**src/rtl/wb_arb_pkg.sv**
```systemverilog
// Shared types and constants for the writeback port arbiter.
// The buffer entry layout and default sizing live here so that the FIFO and the arbiter agree on them.
package wb_arb_pkg;

  localparam int REG_IDX_W            = 5;
  localparam int DATA_W               = 32;
  localparam int WAIT_W               = 4;
  localparam int DEFAULT_DEPTH        = 2;
  localparam int DEFAULT_STARVE_LIMIT = 4;

  typedef struct packed {
    logic                 valid;
    logic [REG_IDX_W-1:0] rd;
    logic [DATA_W-1:0]    data;
  } wb_arb_entry_t;

endpackage

```
**src/rtl/wb_arb_fifo.sv**
```systemverilog
// Long-latency result buffer: circular FIFO with push, pop and rd-match invalidation.
// An invalidated entry keeps its slot and is still popped in order; only its valid bit drops.
module wb_arb_fifo
  import wb_arb_pkg::*;
#(
  parameter int DEPTH = DEFAULT_DEPTH
) (
  input  logic                   clk,
  input  logic                   i_srst,
  input  logic                   i_push,
  input  logic [REG_IDX_W-1:0]   i_push_rd,
  input  logic [DATA_W-1:0]      i_push_data,
  input  logic                   i_pop,
  input  logic                   i_inv,
  input  logic [REG_IDX_W-1:0]   i_inv_rd,
  output logic                   o_head_valid,
  output logic [REG_IDX_W-1:0]   o_head_rd,
  output logic [DATA_W-1:0]      o_head_data,
  output logic [$clog2(DEPTH):0] o_count
);

  localparam int PTR_W = $clog2(DEPTH);
  localparam int CNT_W = PTR_W + 1;
  localparam logic [CNT_W-1:0] FULL_CNT = CNT_W'(DEPTH);

  logic [PTR_W-1:0] r_wr_ptr;
  logic [PTR_W-1:0] r_rd_ptr;
  logic [CNT_W-1:0] r_count;
  logic             w_push;
  logic             w_pop;
  wb_arb_entry_t    w_slots [DEPTH];
  wb_arb_entry_t    w_head;

  assign w_push = i_push && (r_count != FULL_CNT);
  assign w_pop  = i_pop && (r_count != '0);

  // The slot being written is always free, so a push never collides with an invalidate.
  for (genvar gi = 0; gi < DEPTH; gi++) begin : g_slot
    wb_arb_entry_t r_slot;

    always_ff @(posedge clk) begin
      if (i_srst) begin
        r_slot.valid <= 1'b0;
      end else if (w_push && (r_wr_ptr == PTR_W'(gi))) begin
        r_slot <= '{valid: 1'b1, rd: i_push_rd, data: i_push_data};
      end else if (i_inv && (r_slot.rd == i_inv_rd)) begin
        r_slot.valid <= 1'b0;
      end
    end

    assign w_slots[gi] = r_slot;
  end

  always_ff @(posedge clk) begin
    if (i_srst) begin
      r_wr_ptr <= '0;
      r_rd_ptr <= '0;
      r_count  <= '0;
    end else begin
      if (w_push) r_wr_ptr <= r_wr_ptr + 1'b1;
      if (w_pop)  r_rd_ptr <= r_rd_ptr + 1'b1;
      if (w_push && !w_pop) begin
        r_count <= r_count + 1'b1;
      end else if (!w_push && w_pop) begin
        r_count <= r_count - 1'b1;
      end
    end
  end

  assign w_head       = w_slots[r_rd_ptr];
  assign o_head_valid = w_head.valid;
  assign o_head_rd    = w_head.rd;
  assign o_head_data  = w_head.data;
  assign o_count      = r_count;

endmodule

```
**src/rtl/wb_port_arbiter.sv**
```systemverilog
// Shares the register-file write port between the writeback stage and buffered long-latency results.
// Define WB_ARB_STARVE_EN to add the head wait counter and its STARVE_LIMIT stall term.
module wb_port_arbiter
  import wb_arb_pkg::*;
#(
  parameter int DEPTH        = DEFAULT_DEPTH,
  parameter int STARVE_LIMIT = DEFAULT_STARVE_LIMIT
) (
  input  logic        clk,
  input  logic        reset,
  input  logic        RegWriteW,
  input  logic [4:0]  RdW,
  input  logic [31:0] ResultW,
  input  logic        lu_valid,
  input  logic [4:0]  lu_rd,
  input  logic [31:0] lu_data,
  output logic        lu_ready,
  output logic        RegWriteR,
  output logic [4:0]  RdR,
  output logic [31:0] WriteDataR,
  output logic        StallReq
);

  localparam int CNT_W = $clog2(DEPTH) + 1;
  localparam logic [CNT_W-1:0] FULL_CNT = CNT_W'(DEPTH);

  if ((DEPTH < 2) || (DEPTH > 8) || ((DEPTH & (DEPTH - 1)) != 0) ||
      (STARVE_LIMIT < 1) || (STARVE_LIMIT > 15)) begin : g_bad_param
    $error("wb_port_arbiter: DEPTH or STARVE_LIMIT out of range");
  end

  logic                 w_pipe_wr;
  logic                 w_push;
  logic                 w_pop;
  logic                 w_empty;
  logic                 w_full;
  logic                 w_starve;
  logic                 w_stall_set;
  logic                 w_head_valid;
  logic [REG_IDX_W-1:0] w_head_rd;
  logic [DATA_W-1:0]    w_head_data;
  logic [CNT_W-1:0]     w_count;
  logic                 r_stall;

  assign w_pipe_wr = RegWriteW && (RdW != '0);
  assign w_empty   = (w_count == '0);
  assign w_full    = (w_count == FULL_CNT);
  assign lu_ready  = !w_full;
  // Results for x0 complete the handshake but are never stored.
  assign w_push    = lu_valid && lu_ready && (lu_rd != '0);

  wb_arb_fifo #(
    .DEPTH(DEPTH)
  ) u_fifo (
    .clk         (clk),
    .i_srst      (reset),
    .i_push      (w_push),
    .i_push_rd   (lu_rd),
    .i_push_data (lu_data),
    .i_pop       (w_pop),
    .i_inv       (w_pipe_wr),
    .i_inv_rd    (RdW),
    .o_head_valid(w_head_valid),
    .o_head_rd   (w_head_rd),
    .o_head_data (w_head_data),
    .o_count     (w_count)
  );

  // Pipeline writes always win; a dead head still takes a slot but writes nothing.
  always_comb begin
    RegWriteR  = 1'b0;
    RdR        = '0;
    WriteDataR = '0;
    w_pop      = 1'b0;
    if (w_pipe_wr) begin
      RegWriteR  = 1'b1;
      RdR        = RdW;
      WriteDataR = ResultW;
    end else if (!reset && !w_empty) begin
      w_pop = 1'b1;
      if (w_head_valid) begin
        RegWriteR  = 1'b1;
        RdR        = w_head_rd;
        WriteDataR = w_head_data;
      end
    end
  end

`ifdef WB_ARB_STARVE_EN
  localparam logic [WAIT_W-1:0] WAIT_MAX = WAIT_W'(STARVE_LIMIT);

  logic [WAIT_W-1:0] r_wait;
  logic [WAIT_W-1:0] w_wait_next;
  logic              w_blocked;

  assign w_blocked = w_pipe_wr && !w_empty;

  always_comb begin
    w_wait_next = r_wait;
    if (w_pop || w_empty) begin
      w_wait_next = '0;
    end else if (w_blocked && (r_wait != WAIT_MAX)) begin
      w_wait_next = r_wait + 1'b1;
    end
  end

  always_ff @(posedge clk) begin
    if (reset) r_wait <= '0;
    else       r_wait <= w_wait_next;
  end

  // Stall rises on the same edge the wait count reaches the limit.
  assign w_starve = (w_wait_next == WAIT_MAX);
`else
  assign w_starve = 1'b0;
`endif

  assign w_stall_set = w_starve || (w_full && w_pipe_wr);

  always_ff @(posedge clk) begin
    if (reset) begin
      r_stall <= 1'b0;
    end else if (w_pop) begin
      r_stall <= 1'b0;
    end else if (w_stall_set) begin
      r_stall <= 1'b1;
    end
  end

  assign StallReq = r_stall;

endmodule

```
**config.mk**
```make
export PLATFORM = sky130hd
export DESIGN_NAME = wb_port_arbiter
export DESIGN_NICKNAME = d
export VERILOG_FILES = /design/src/rtl/wb_arb_pkg.sv /design/src/rtl/wb_arb_fifo.sv /design/src/rtl/wb_port_arbiter.sv
export SDC_FILE = /design/constraint.sdc
export NUM_CORES = 1
export LEC_CHECK = 0
export ABC_CLOCK_PERIOD_IN_PS = 4570
export CAP_MARGIN = 20
export CELL_PAD_IN_SITES_DETAIL_PLACEMENT = 0
export CELL_PAD_IN_SITES_GLOBAL_PLACEMENT = 1
export CORE_UTILIZATION = 36
export CTS_BUF_LIST = sky130_fd_sc_hd__clkbuf_16
export CTS_CLUSTER_DIAMETER = 60
export CTS_CLUSTER_SIZE = 30
export DETAILED_ROUTE_END_ITERATION = 10
export PLACE_DENSITY = 0.78
export RECOVER_POWER = 25
export SYNTH_ARGS = -nofsm -noshare
export SYNTH_HDL_FRONTEND = slang
export SYNTH_SLANG_ARGS = --single-unit
```
**constraint.sdc**
```tcl
create_clock -name clk -period 4.57 [get_ports clk]
set_clock_uncertainty 0.2 [all_clocks]
set_input_delay 0.457 -clock clk [delete_from_list [all_inputs] [get_ports clk]]
set_output_delay 0.457 -clock clk [all_outputs]
set_load 0.02 [all_outputs]
```
==> results of run 1 <==
-- per-layer routing --
metal  vias up  track usage (%)
met3        14            3.244
li1       1222                -
met2        83            25.43
met1      1111            18.89
met4         0            7.804
met5         -                0
-- critical path: cells and delay by family --
kind	cells	cell delay (ps)
buffers and inverters	3	1490
AO/OA/AOI/OAI	2	720
AND/OR/NAND/NOR	1	560
-- per-stage QoR --
step	total power (uW)	worst slack, ps
6_report	2323	644.4
5_1_grt	2431	492.1
4_1_cts	2351	625.9
3_5_place_dp	1480	646.1
3_3_place_gp	1471	708.5
2_1_floorplan	1269	490.4
-- synth_stat cells (2+ instances only) --
library cell and instances:
edfxtp_1 74, nand2_1 39, mux2i_1 38, o31ai_1 37, clkbuf_1 10, dfxtp_1 7
buf_2 6, xnor2_1 6, xor2_1 6, a21oi_1 5, o21ai_0 3, inv_1 2
nand3_1 2, nor2_1 2, o211ai_1 2, o41ai_1 2, or2_2 2, or3_1 2
or4_1 2
-- cell type report --
cell class / instances / share of cell area (%)
Sequential cell: 81 / 45.03
Timing Repair Buffer: 123 / 23.55
Multi-Input combinational cell: 156 / 21.22
Clock buffer: 9 / 4.291
Tap cell: 129 / 3.075
Clock inverter: 7 / 2.694
Inverter: 2 / 0.1430
-- sequential cells by signal, summed over array words and instances, names as in the netlist --
signal,flops
StallReq,1
u_fifo.r_rd_ptr,1
u_fifo.g_slot.r_slot,76
u_fifo.o_count,2
u_fifo.r_wr_ptr,1
-- worst max path at each step --
stage	slack, ps	endpoint	cells after the start	from
floorplan	490	u_fifo.g_slot[0].r_slot[0]	3	u_fifo.o_count[0]
global placement	710	WriteDataR[20]	5	reset
detailed placement	650	WriteDataR[20]	5	reset
CTS	630	WriteDataR[20]	5	reset
global route	490	WriteDataR[20]	6	RdW[1]
finish	640	WriteDataR[20]	6	RdW[1]
-- power by group through the flow --
stage	registers [uW]	logic [uW]	clock network, uW
after floorplan	932	336	0
after global placement	933	538	0
after detailed placement	936	545	0
after CTS	920	547	885
after global routing	928	589	915
final	920	541	862
-- cell usage in the layout (no fill, tap or decap), types with 3 or more instances in the layout --
master           count
xnor2_1              6
clkdlybuf4s50_1     93
clkbuf_16            9
dfxtp_1              6
mux2i_1             38
bufinv_16            4
buf_4                5
nand2_1             39
edfxtp_1            74
o21ai_0              3
dlygate4sd3_1       24
a21oi_1              5
xor2_1               6
o31ai_1             37
-- logic make-up after synthesis --
group | share of synthesized area, %
AOI/OAI and AO/OA | 10.55
xor gates and xnor gates | 2.954
adders and majority gates | 0.3516
buffers and inverters | 2.532
DFF | 66.39
muxes | 10.69
and+or+nand+nor | 6.540
==> metrics.txt, run 1 <==
crit-path cells clkdlybuf4s50_1 > or4_1 > o21a_2 > buf_4 > o31ai_1 > clkdlybuf4s50_1; status finished clean; Die W 101.4 um; antenna-violating nets left 0; Crit. End Element primary output; largest net degree at the start of global routing 41; CP Launch Type input pin; Cell Int Power 1737 uW; Synth area leaders edfxtp_1, mux2i_1, o31ai_1; reg2reg start u_fifo.o_count[0]; RSZ-0062 raised after global routing no; Slew HR 38.74%; cell mode on critical path clkdlybuf4s50_1; Total Neg Setup Slack 0 ps; Fill cells 789; GRT Residual Overflow 0; synthesized instance count 257; Met2 Wirelength 3673 um; fin crit share 85.90%; Final nets 452; clock group share of total power 37.1%; GRT Total Usage 15.30%; worst hold path type reg -> reg; clock-pin slew on the worst setup and hold paths 60 ps; slowest stage delay, CP 670 ps; ANT cells 0; min-delay src StallReq; DRT Pass-1 Iters 4; Starting Density 37.79%; Pwr per Cell Area 442.6 nW/um^2; share of the synthesized area in the top cell type 62.45%; Synth Flop Type edfxtp_1; CORE AREA 9415 um^2; DP Cell Count 490; via/cell ratio 4.793; Slew Limit Fails 0; Comb power frac 23.3%; Site Rows 35; Yosys warnings 0; final hold violations 0; WHS 279.0 ps; die area 10290 um^2; HPWL Detailed 5105 um; Critical Path AT 3270 ps; CTS Hold Bufs 0; minimum clock period 3926 ps; reg2reg end u_fifo.g_slot[1].r_slot[15]; Slew @ Worst Pin 918.9 ps; Worst Hold Endpoint StallReq; CTS tree built; worst-skew pair later-pin latency 330 ps; R2R setup slack 2280 ps; post-route design area 5249 um^2; path depth of the worst reg2reg path 4; GPL Wtd Cong 0.7493; P_sw 585.4 uW; synthesized cell area 3558 um^2; Hold Crit Depth 2; # Max-Cap Violations 0; Cell variety after synth 29; 1st-iter DRT viols 74; multi-input logic area 1114 um^2; htree depth 3; Async SR Flop Fraction 0%; Max Used Layer met4; Synth area leader edfxtp_1; # DRC 0; Synthesized Nets 336; Post-synth EDFFs 74; Max clock buf depth 2; Seq pwr share 39.6%; sw frac 25.20%; Post-Layout Cell Count 507; met1 wire length 3323 um; Met3 Wirelength 395 um; drt wl/cell 14.89 um; Register Area 2364 um^2; CP required 3910 ps; Setup-failing EPs final 0; dpl cell area 4855 um^2; Die Span Y 101.4 um; Clock Sinks 81; Max FO, Critical Path 40; CP max stage cell clkdlybuf4s50_1; root buf cell clkbuf_16; critical path type in -> out; vias in the first global route 2386; first-pass GRT wire length 11690 um; Core Util, Final 55.75%; Mapped Avg Cell Area 13.85 um^2; sequential area share after synthesis 66.39%; CTS Buf Count 9; # IOs 118; Pleak 0.001758 uW; PortBufs 117; final wirelength 7548 um; routed via count 2430; fmax 0.2547 GHz; Setup Buffers After CTS 0; Synth-to-Final Area Change 47.50%; FF+latch count, synth 81; Peak supply drop 0.2722 mV; Resized cells post-CTS 0; layout cells sized above 1 7.937%; initial antenna violation count 0
No activity file was read; power rests on OpenSTA's default activity.
==> run 2: changes to the inputs <==
CAP_MARGIN = 30   (was 20)
==> metrics.txt, run 2 (same netlist as run 1, synthesis figures left out) <==
GRT Total Usage 15.54% (+0.24 points); GPL Wtd Cong 0.7493 (unchanged); DP Cell Count 491 (+0.20%); Resized cells post-CTS 0 (unchanged); CTS Buf Count 9 (unchanged); path depth of the worst reg2reg path 4 (unchanged); most common cell after layout, fill and taps aside clkdlybuf4s50_1; PortBufs 117 (unchanged); Die Span Y 101.4 um (unchanged); die area 10290 um^2 (unchanged); vias in the first global route 2423 (+1.6%); reg2reg start u_fifo.o_count[0]; via/cell ratio 4.832 (+0.82%); Cell Int Power 1846 uW (+6.3%); initial antenna violation count 0 (unchanged); CP top delay family buffers and inverters; worst hold path type reg -> reg; Crit. End Element primary output; HPWL Detailed 5171 um (+1.3%); Total Neg Setup Slack 0 ps (unchanged); CP required 3910 ps (about the same); Post-Layout Cell Count 507 (unchanged); routed via count 2450 (+0.82%); # DRC 0 (unchanged); Slew HR 39.02% (+0.27 points); slowest stage delay, CP 670 ps (about the same); CTS Hold Bufs 0 (unchanged); Hold Crit Depth 2 (unchanged); 1st-iter DRT viols 99 (+34%); critical path type in -> out; Setup-failing EPs final 0 (unchanged); Die W 101.4 um (unchanged); fin crit share 85.84% (about the same); Power Total 2441 uW (+5.1%); R2R setup slack 2240 ps (-40 ps); Worst Hold Endpoint StallReq; CTS tree built; Starting Density 37.79% (unchanged); Max clock buf depth 2 (unchanged); RSZ-0062 raised after global routing no; final wirelength 7699 um (+2.0%); Slew Limit Fails 0 (unchanged); Pleak 0.001776 uW (+1.0%); largest register by flop count u_fifo.g_slot.r_slot; GRT Residual Overflow 0 (unchanged); sw frac 24.37% (-0.84 points); min-delay src StallReq; worst-skew pair later-pin latency 330 ps (about the same); root buf cell clkbuf_16; Comb power frac 22.1% (-1.2 points); Largest register FFs 76 (unchanged); Peak supply drop 0.2199 mV (-19%); DRT Pass-1 Iters 5 (+1); status finished clean; first-pass GRT wire length 11870 um (+1.5%); # IOs 118 (unchanged); P_sw 594.7 uW (+1.6%); Site Rows 35 (unchanged); layout cells sized above 1 7.937% (unchanged); CP max stage cell clkdlybuf4s50_1; most frequent cells in the layout clkdlybuf4s50_1, edfxtp_1, nand2_1; Pwr per Cell Area 461.9 nW/um^2 (+4.4%); antenna-violating nets left 0 (unchanged); # Max-Cap Violations 0 (unchanged); Setup WS post-layout 646.9 ps (+2.478 ps); minimum clock period 3923 ps (-2.478 ps); clock group share of total power 40.1% (+3.0 points); CP Launch Type input pin; clock-pin slew on the worst setup and hold paths 60 ps (about the same); Fill cells 778 (-1.4%); CORE AREA 9415 um^2 (unchanged); Slew @ Worst Pin 914.8 ps (-4.104 ps); Critical Path AT 3270 ps (about the same); cell mode on critical path clkdlybuf4s50_1; Clock Sinks 81 (unchanged); fmax 0.2549 GHz (about the same); drt wl/cell 15.19 um (+2.0%); crit-path cells clkdlybuf4s50_1 > or4_1 > o21a_2 > buf_4 > o31ai_1 > clkdlybuf4s50_1; Setup Buffers After CTS 0 (unchanged); largest net degree at the start of global routing 41 (unchanged); ANT cells 0 (unchanged); Seq pwr share 37.7% (-1.9 points); Final nets 452 (unchanged); reg2reg end u_fifo.g_slot[1].r_slot[15]; final hold violations 0 (unchanged); CP Buf/Inv Count 3 (unchanged); htree depth 3 (unchanged); Synth-to-Final Area Change 48.49%; Max FO, Critical Path 40 (unchanged); Setup WS pre-CTS 649.1 ps (+2.939 ps)
-- run 2: through the flow --
step	hold slack (ps)	util, %	cell area, um^2
detailed placement	272.3	51.72	4870
global placement	260.6	51.56	4855
CTS	286.2	56.12	5284
finish	285.0	56.12	5284
global route	318.8	56.12	5284
floorplan	241.8	-	3558
-- run 2: per-layer routing --
| metal | vias to the layer above | GRT usage [%] | wire [um] |
|---|---|---|---|
| met5 | - | 0 | 0 |
| met2 | 89 | 26.11 | 3790 |
| li1 | 1221 | - | - |
| met4 | 0 | 7.804 | 143 |
| met3 | 10 | 3.313 | 391 |
| met1 | 1130 | 18.99 | 3373 |
-- run 2: power groups by stage --
| stage | registers, uW | clock network, uW | logic, uW |
|---|---|---|---|
| after floorplan | 932 | 0 | 336 |
| after global placement | 933 | 0 | 538 |
| after detailed placement | 936 | 0 | 550 |
| after CTS | 921 | 998 | 554 |
| after global routing | 927 | 1030 | 586 |
| final | 921 | 980 | 540 |
-- run 2: area by class of cell --
class	instances	area [um^2]	share of cell area, %
inverter	2	7.507	0.1421
tap	129	161.4	3.055
clock inverter	7	188.9	3.576
sequential	81	2364	44.73
clock buffer	9	225.2	4.262
timing repair buffer	123	1224	23.16
multi-input combinational	156	1114	21.08
-- run 2: worst max path at each step --
| stage | start | to | slack [ps] | depth (start not counted) |
|---|---|---|---|---|
| finish | RdW[1] | WriteDataR[20] | 650 | 6 |
| detailed placement | RdW[1] | WriteDataR[20] | 650 | 6 |
| floorplan | u_fifo.o_count[0] | u_fifo.g_slot[0].r_slot[0] | 490 | 3 |
| global placement | reset | WriteDataR[20] | 710 | 5 |
| CTS | RdW[1] | WriteDataR[20] | 650 | 6 |
| global route | RdW[1] | WriteDataR[20] | 470 | 6 |
-- run 2: tightest hold or removal path, delay by kind of cell (launching register included) --
family / cells / cell delay, ps
compound gates: 2 / 130
flops: 1 / 310
==> run 3: changes to the inputs <==
GPL_TIMING_DRIVEN = 0   (was unset)
SKIP_CTS_REPAIR_TIMING = 1   (was unset)
==> metrics.txt, run 3 (same netlist as run 1, synthesis figures left out) <==
CORE AREA 9415 um^2 (unchanged); first-pass GRT wire length 12790 um (+7.8%); CTS tree built; worst-skew pair later-pin latency 330 ps (about the same); via/cell ratio 4.918 (+1.8%); reg2reg start u_fifo.o_count[0]; htree depth 3 (unchanged); Max FO, Critical Path 10 (-75%); R2R setup slack 2240 ps (about the same); Slew HR 37.63% (-1.4 points); Starting Density 37.79% (unchanged); Fill cells 810 (+4.1%); Crit. End Element primary output; min-delay src u_fifo.g_slot[0].r_slot[37]; ANT cells 0 (unchanged); Pleak 0.001778 uW (+0.11%); # IOs 118 (unchanged); initial antenna violation count 0 (unchanged); root buf cell clkbuf_16; reg2reg end u_fifo.g_slot[1].r_slot[15]; GRT Total Usage 16.84% (+1.3 points); DRT Pass-1 Iters 4 (-1); Synth-to-Final Area Change 48.17%; worst hold path type reg -> reg; HPWL Detailed 5875 um (+14%); CP required 3910 ps (about the same); final wirelength 8246 um (+7.1%); P_sw 600.6 uW (+0.99%); Total Neg Setup Slack 0 ps (unchanged); Die Span Y 101.4 um (unchanged); GRT Residual Overflow 0 (unchanged); GPL Wtd Cong 0.7951 (+6.1%); Worst Hold Endpoint u_fifo.g_slot[0].r_slot[37]; Largest register FFs 76 (unchanged); Pwr per Cell Area 433.5 nW/um^2 (-6.2%); Site Rows 35 (unchanged); Comb power frac 24.8% (+2.7 points); sw frac 26.28% (+1.9 points); 1st-iter DRT viols 60 (-39%); clock group share of total power 35.0% (-5.1 points); Slew @ Worst Pin 935.6 ps (+20.83 ps); Seq pwr share 40.1% (+2.4 points); drt wl/cell 15.80 um (+4.0%); CP Launch Type input pin; layout cells sized above 1 7.888% (-0.048 points); most frequent cells in the layout clkdlybuf4s50_1, edfxtp_1, nand2_1; # DRC 0 (unchanged); Cell Int Power 1685 uW (-8.7%); CP max stage cell clkdlybuf4s50_1; most common cell after layout, fill and taps aside clkdlybuf4s50_1; Max clock buf depth 2 (unchanged); CTS Buf Count 9 (unchanged); cell mode on critical path clkdlybuf4s50_1; Clock Sinks 81 (unchanged); Slew Limit Fails 0 (unchanged); Peak supply drop 0.1967 mV (-11%); path depth of the worst reg2reg path 4 (unchanged); largest net degree at the start of global routing 38 (-7.3%); Hold Crit Depth 2 (unchanged); final hold violations 0 (unchanged); clock-pin slew on the worst setup and hold paths 60 ps (about the same); Critical Path AT 3030 ps (-240 ps); RSZ-0062 raised after global routing no; fin crit share 80.63% (-5.2 points); critical path type in -> out; minimum clock period 3685 ps (-238.3 ps); status finished clean; Setup-failing EPs final 0 (unchanged); largest register by flop count u_fifo.g_slot.r_slot; die area 10290 um^2 (unchanged); routed via count 2567 (+4.8%); Final nets 467 (+3.3%); antenna-violating nets left 0 (unchanged); slowest stage delay, CP 660 ps (about the same); # Max-Cap Violations 0 (unchanged); Core Util, Final 56.00% (-0.12 points); PortBufs 116 (-0.85%); fmax 0.2714 GHz (+6.5%); crit-path cells clkdlybuf4s50_1 > or4_1 > o21a_1 > buf_6 > buf_2 > o31ai_1 > clkdlybuf4s50_1; vias in the first global route 2601 (+7.3%); Die W 101.4 um (unchanged)
-- run 3: cell count changes in the layout (fill, tap and decap cells not counted), moves of 2 or more --
cell	previous run	this run
clkdlybuf4s50_1	93	91
buf_6	0	4
bufinv_16	6	3
clkbuf_1	0	10
buf_2	0	6
buf_4	5	0
-- run 3: how the worst max path moves through the flow --
| stage | startpoint | end | slack [ps] | depth (start not counted) |
|---|---|---|---|---|
| 6_report | RdW[2] | RdR[3] | 890 | 7 |
| 5_1_grt | RdW[2] | WriteDataR[14] | 790 | 7 |
| 4_1_cts | RdW[2] | RdR[3] | 870 | 7 |
| 3_5_place_dp | RdW[2] | RdR[3] | 870 | 7 |
| 3_3_place_gp | lu_rd[0] | u_fifo.g_slot[0].r_slot[12] | -1510 | 4 |
| 2_1_floorplan | u_fifo.o_count[0] | u_fifo.g_slot[0].r_slot[0] | 490 | 3 |
-- run 3: layout make-up --
cell class / count / area, um^2 / area share, %
multi-input cells: 156 / 1112 / 21.10
plain buffers: 18 / 82.58 / 1.566
clock buffers: 9 / 225.2 / 4.271
clock inverters: 7 / 111.4 / 2.112
repair buffers: 120 / 1210 / 22.95
flip-flops and latches: 81 / 2362 / 44.80
well taps: 129 / 161.4 / 3.061
inverters: 2 / 7.507 / 0.1424
-- run 3: critical path, delay by kind of cell --
kind | cells | cell delay (ps)
compound gates | 2 | 500
buf+inv | 4 | 1500
simple gates | 1 | 550
-- run 3: stage by stage --
| step | worst slack (ps) | area, um^2 | total power [uW] | hold slack, ps | instances |
|---|---|---|---|---|---|
| floorplan | 490.4 | 3558 | 1269 | 241.8 | 257 |
| global placement | -1506 | 4881 | 1491 | 263.9 | 502 |
| detailed placement | 868.1 | 4925 | 1507 | 269.7 | 505 |
| CTS | 869.6 | 5261 | 2313 | 280.9 | 521 |
| global route | 785.5 | 5273 | 2385 | 308.2 | 522 |
| finish | 885.3 | 5273 | 2286 | 274.9 | 522 |
-- run 3: power groups by stage --
stage	Combinational (uW)	Clock [uW]	Sequential [uW]
final	567	801	918
after global routing	615	845	925
after CTS	577	818	918
after detailed placement	573	0	934
after global placement	555	0	936
after floorplan	336	0	932
-- run 3: layer usage --
| layer | vias to the layer above | track usage (%) | share of wire, % |
|---|---|---|---|
| li1 | 1246 | - | - |
| met1 | 1211 | 21.13 | 44 |
| met2 | 98 | 28.73 | 50 |
| met3 | 12 | 2.692 | 4.0 |
| met4 | 0 | 7.581 | 2.1 |
| met5 | - | 0 | 0 |
